[src/rtl/add16_share_sched.sv]
// Round-robin scheduler sharing one external approximate 16-bit adder among N
// requesters, with an approximate-operation budget refilled every WINDOW cycles.
module add16_share_sched #(
    parameter int N          = 4,
    parameter int WINDOW     = 64,
    parameter int APPROX_MAX = 16,
    localparam int IW = (N > 1) ? $clog2(N) : 1,
    localparam int BW = (APPROX_MAX > 0) ? $clog2(APPROX_MAX + 1) : 1,
    localparam int WW = (WINDOW > 1) ? $clog2(WINDOW) : 1
) (
    input  logic            clk,
    input  logic            rst,
    input  logic [N-1:0]    req_valid,
    output logic [N-1:0]    req_ready,
    input  logic [16*N-1:0] req_a,
    input  logic [16*N-1:0] req_b,
    input  logic [N-1:0]    req_approx,
    output logic [15:0]     ax_a,
    output logic [15:0]     ax_b,
    input  logic [16:0]     ax_o,
    output logic            rsp_valid,
    input  logic            rsp_ready,
    output logic [16:0]     rsp_sum,
    output logic [IW-1:0]   rsp_id,
    output logic            rsp_approx,
    output logic [BW-1:0]   budget_left
);

    logic [IW-1:0] rr_ptr;
    logic [IW-1:0] cand;
    logic [IW-1:0] grant_id;
    logic          grant_found;
    logic          advance_r;
    logic          advance_s1;
    logic          handshake;
    logic          grant_ax;
    logic [15:0]   grant_a;
    logic [15:0]   grant_b;

    logic [WW-1:0] win_cnt;
    logic          wrap;
    logic [BW-1:0] budget_eff;
    logic [BW-1:0] budget_next;

    logic          s1_valid;
    logic          s1_use_ax;
    logic [15:0]   s1_a;
    logic [15:0]   s1_b;
    logic [IW-1:0] s1_id;

    assign advance_r  = !rsp_valid || rsp_ready;
    assign advance_s1 = !s1_valid || advance_r;

    // Scan upward from rr_ptr, wrapping at N, for the first valid requester.
    always_comb begin
        grant_found = 1'b0;
        grant_id    = '0;
        cand        = '0;
        for (int k = 0; k < N; k++) begin
            cand = IW'((int'(rr_ptr) + k) % N);
            if (!grant_found && req_valid[cand]) begin
                grant_found = 1'b1;
                grant_id    = cand;
            end
        end
    end

    always_comb begin
        req_ready = '0;
        if (advance_s1 && grant_found) begin
            req_ready[grant_id] = 1'b1;
        end
    end

    assign handshake = advance_s1 && grant_found;
    assign grant_a   = req_a[{grant_id, 4'b0000} +: 16];
    assign grant_b   = req_b[{grant_id, 4'b0000} +: 16];

    // A grant landing on the wrap cycle already spends from the refilled budget.
    assign wrap        = (win_cnt == WW'(WINDOW - 1));
    assign budget_eff  = wrap ? BW'(APPROX_MAX) : budget_left;
    assign grant_ax    = req_approx[grant_id] && (budget_eff != '0);
    assign budget_next = (handshake && grant_ax) ? budget_eff - 1'b1 : budget_eff;

    always_ff @(posedge clk) begin
        if (rst) begin
            win_cnt     <= '0;
            budget_left <= BW'(APPROX_MAX);
            rr_ptr      <= '0;
        end else begin
            win_cnt     <= wrap ? '0 : win_cnt + 1'b1;
            budget_left <= budget_next;
            if (handshake) begin
                rr_ptr <= (grant_id == IW'(N - 1)) ? '0 : grant_id + 1'b1;
            end
        end
    end

    // The shared adder inputs only move for approximate operations, so exact
    // traffic leaves the external datapath quiet.
    always_ff @(posedge clk) begin
        if (rst) begin
            s1_valid  <= 1'b0;
            s1_use_ax <= 1'b0;
            s1_a      <= '0;
            s1_b      <= '0;
            s1_id     <= '0;
            ax_a      <= '0;
            ax_b      <= '0;
        end else begin
            if (advance_s1) begin
                s1_valid <= handshake;
                if (handshake) begin
                    s1_a      <= grant_a;
                    s1_b      <= grant_b;
                    s1_id     <= grant_id;
                    s1_use_ax <= grant_ax;
                end
            end
            if (handshake && grant_ax) begin
                ax_a <= grant_a;
                ax_b <= grant_b;
            end
        end
    end

    always_ff @(posedge clk) begin
        if (rst) begin
            rsp_valid  <= 1'b0;
            rsp_sum    <= '0;
            rsp_id     <= '0;
            rsp_approx <= 1'b0;
        end else if (advance_r && s1_valid) begin
            rsp_valid  <= 1'b1;
            rsp_sum    <= s1_use_ax ? ax_o : ({1'b0, s1_a} + {1'b0, s1_b});
            rsp_id     <= s1_id;
            rsp_approx <= s1_use_ax;
        end else if (rsp_ready) begin
            rsp_valid <= 1'b0;
        end
    end

endmodule

[config.mk]
export PLATFORM = sky130hd
export DESIGN_NAME = add16_share_sched
export DESIGN_NICKNAME = d
export VERILOG_FILES = /design/src/rtl/add16_share_sched.sv
export SDC_FILE = /design/constraint.sdc
export NUM_CORES = 1
export LEC_CHECK = 0
export BUFFER_PORTS_ARGS = -buffer_cell sky130_fd_sc_hd__clkbuf_2
export CAP_MARGIN = 20
export CORE_MARGIN = 4
export CORE_UTILIZATION = 25
export DETAILED_ROUTE_END_ITERATION = 8
export HOLD_SLACK_MARGIN = 0.08
export PLACE_DENSITY = 0.46
export SLEW_MARGIN = 20
export SYNTH_ARGS = -nofsm -noshare
export SYNTH_HDL_FRONTEND = slang
export SYNTH_SLANG_ARGS = --single-unit
[constraint.sdc]
create_clock -name clk -period 2.6 [get_ports clk]
set_clock_uncertainty 0.1 [all_clocks]
set_input_delay 0.13 -clock clk [delete_from_list [all_inputs] [get_ports clk]]
set_output_delay 0.13 -clock clk [all_outputs]
set_load 0.005 [all_outputs]
==> results_dict.tcl <==
set metrics [dict create \
    run_status "complete, no violations" \
    critical_path_arrival_ns 2.64 \
    cp-startpoint "s1_b[0]$_SDFFE_PP0P_" \
    r2r-end "rsp_sum[14]$_SDFFE_PP0P_" \
    critPathMaxFanout 3 \
    grt_start_max_net_pins 74 \
    synth_top_area_frac 0.347 \
    stdcell_area_um2 7980 \
    layout.nets 1105 \
    ys.warnings.count 0 \
    cts_tree "yes" \
    top_usage_layer "met2" \
    leakage_nw 3.56 \
    gp_congestion 0.741 \
    dpl-instance-area_um2 7440 \
    pre_cts_slack_ns -0.146 \
    vias_per_cell 4.45 \
    yosysMostFrequentCell "dfxtp_1" \
    die_w_um 161 \
    fin_ws_ns 0.0813 \
    synth_area_leaders "dfxtp_1, mux2i_1, nand2_1, mux2_2, a21oi_1" \
    yosysUniqueCellTypes 49 \
    drive_gt1_frac 0.333 \
    r2r_slack_ns 0.08 \
    cts.clk_slew.worst_paths_ns 0.07 \
    syn_nets 872 \
    crit_required_ns 2.73 \
    finalSetupTns_ns 0 \
    synthFlopType "dfxtp_1" \
    endpoint "rsp_sum[14]$_SDFFE_PP0P_" \
    setup_viol 0 \
    maxCapViolations 0 \
    syn_inst 692 \
    via_count 5531 \
    ys_seq_area_frac 0.347 \
    use_met1 0.173 \
    antenna_left 0 \
    layout-area-overhead-vs-synth_pct 35.7 \
    dp.final_hpwl_um 14200 \
    hold_viol 0 \
    critical_path_class "register to register" \
    fin_crit_ns 2.52 \
    yosys-top-cells-count "dfxtp_1, nand2_1, mux2i_1" \
    instances_no_fill 1244 \
    clk_path_buf_depth 2 \
    drtPass1Iterations 4 \
    rsz0062_at_grt "true" \
    wl_per_cell_um 14.7 \
    worstMarginPinSlew_ns 0.648 \
    synth_edf_count 0 \
    crit_path_end_kind "register" \
    grt_pass1_vias 5398 \
    vdd_drop_max_mv 0.253 \
    cts_root_buffer "clkbuf_16" \
    slew_headroom 0.567 \
    synthArstFlopShare 0 \
    insertion_delay_ns 0.35 \
    grtUsageMet2 0.237 \
    dieArea_um2 26000 \
    die_y_um 161 \
    cts_made_buffers 9 \
    design.core.area_um2 22900 \
    antenna_found_initial 0 \
    ff2ff_path_depth 11 \
    finalCritPeriodShare 0.969 \
    whs_ns 0.0949 \
    floorplan.initialDensity 0.257 \
    io_pins 218 \
    grt_first_pass_wirelength_um 28500 \
    power_mw 5.49 \
    maxSlewViolCount 0 \
    grt.met3_usage 0.0293 \
    grt-ovfl-total 0 \
    first_iter_violations 168 \
    synth.cell_area_um2 5880 \
    totalWireLength_um 18300 \
    power.density_nw_per_um2 688 \
    fin_util 0.348 \
    max_freq_ghz 0.397 \
    core.rowCount 55 \
    fillCellCount 2477 \
    ys_seq_elements 102 \
    hp-class "primary input to register" \
    synth_top_cell_by_area "dfxtp_1" \
    route.detailed.drc 0 \
    cts_sinks 102 \
    grt.total_usage 0.137 \
    critPathLaunchType "register" \
    synth.avg_cell_area_um2 8.49 \
    io_buffers 217 \
    cts-htree-levels 3 \
    dp_cells 1206 \
    timing.rr.start "s1_b[0]$_SDFFE_PP0P_" \
]
[repair_timing]
action | in CTS | in global routing
endpoints found under the hold margin | 23 | 0
gates resized for setup | 9 | 1
hold buffers | 18 | 0
setup buffers | 2 | 1
pin swaps | 7 | 1
setup endpoints to repair | 2 | 26
cloned | 0 | 0
[per-layer routing]
| layer | vias to the layer above | wire length (µm) |
|---|---|---|
| li1 | 2874 | - |
| met1 | 2519 | 8370 |
| met2 | 124 | 8900 |
| met3 | 14 | 860 |
| met4 | 0 | 171 |
| met5 | - | 0 |
[cells in the final DEF, fill, tap and decap left out, types with 3 or more instances in the layout]
master and instances:
o21ai_0 23, nor2b_1 3, dlygate4sd3_1 18, nand3_1 6
buf_12 5, nand2b_1 3, clkbuf_16 9, nor2_1 54
nand2_1 100, clkbuf_2 216, mux2i_1 70, nor3_1 7
or2_1 33, a31oi_1 3, o21a_1 33, and2_1 4
xnor2_1 7, o41ai_1 3, dfxtp_1 100, and3_1 6
a21oi_1 66, a211oi_1 6, xor2_1 9, mux2_2 32
ha_1 22, o22ai_1 3, buf_4 29, a21o_1 4
nor4_1 3, inv_1 10, o211ai_1 4
[layout make-up]
class,count,area [µm²],share of cell area
multi-input combinational,533,3640,0.456
sequential,102,2040,0.256
timing repair buffer,268,1580,0.198
tap,313,392,0.0491
clock buffer,10,229,0.0287
clock inverter,6,55.1,0.00690
inverter,11,41.3,0.00517
antenna,1,2.50,0.000314
[flip-flops by register name, summed over array words and instances, names as in the netlist, 5 cells and up]
register     flops
ax_a            16
ax_b            16
budget_left      5
rsp_sum         17
s1_a            16
s1_b            16
win_cnt          6
[worst min-delay path by stage]
stage	startpoint	end	slack, ns	cells past startpoint
floorplan	ax_o[10]	rsp_sum[10]$_SDFFE_PP0P_	0.19	2
global placement	ax_o[10]	rsp_sum[10]$_SDFFE_PP0P_	0.34	3
detailed placement	rsp_sum[2]$_SDFFE_PP0P_	rsp_sum[2]$_SDFFE_PP0P_	0.35	2
CTS	ax_o[15]	rsp_sum[15]$_SDFFE_PP0P_	0.09	5
global route	ax_o[15]	rsp_sum[15]$_SDFFE_PP0P_	0.13	5
finish	ax_o[15]	rsp_sum[15]$_SDFFE_PP0P_	0.09	5
[worst max-delay path, stage by stage, from the launching register on]
cell	delay (ns)
dfxtp_2	0.34
ha_4	0.16
fa_2	0.36
a21oi_2	0.16
o211ai_1	0.14
a221oi_2	0.24
buf_4	0.17
o32ai_4	0.08
a221oi_2	0.25
buf_4	0.15
xor2_1	0.15
a211oi_1	0.09
[report_power, final]
part           total, mW  internal, mW  leakage [nW]  switching, mW
sequential          2.03          1.83         0.843          0.203
combinational       2.12          1.06          2.58           1.06
clock               1.34         0.670         0.133          0.674
[cell families (layout without fill, tap and decap cells)]
family | Yosys count | count (layout) | synth area share
compound gates | 161 | 161 | 0.170
xor+xnor | 16 | 16 | 0.0238
fa+ha+maj | 24 | 24 | 0.0524
buf+inv | 57 | 295 | 0.0466
flops | 102 | 102 | 0.347
mux | 103 | 103 | 0.182
other cells | 0 | 1 | 0
simple gates | 229 | 229 | 0.178
(Power assumes the default switching activity.)
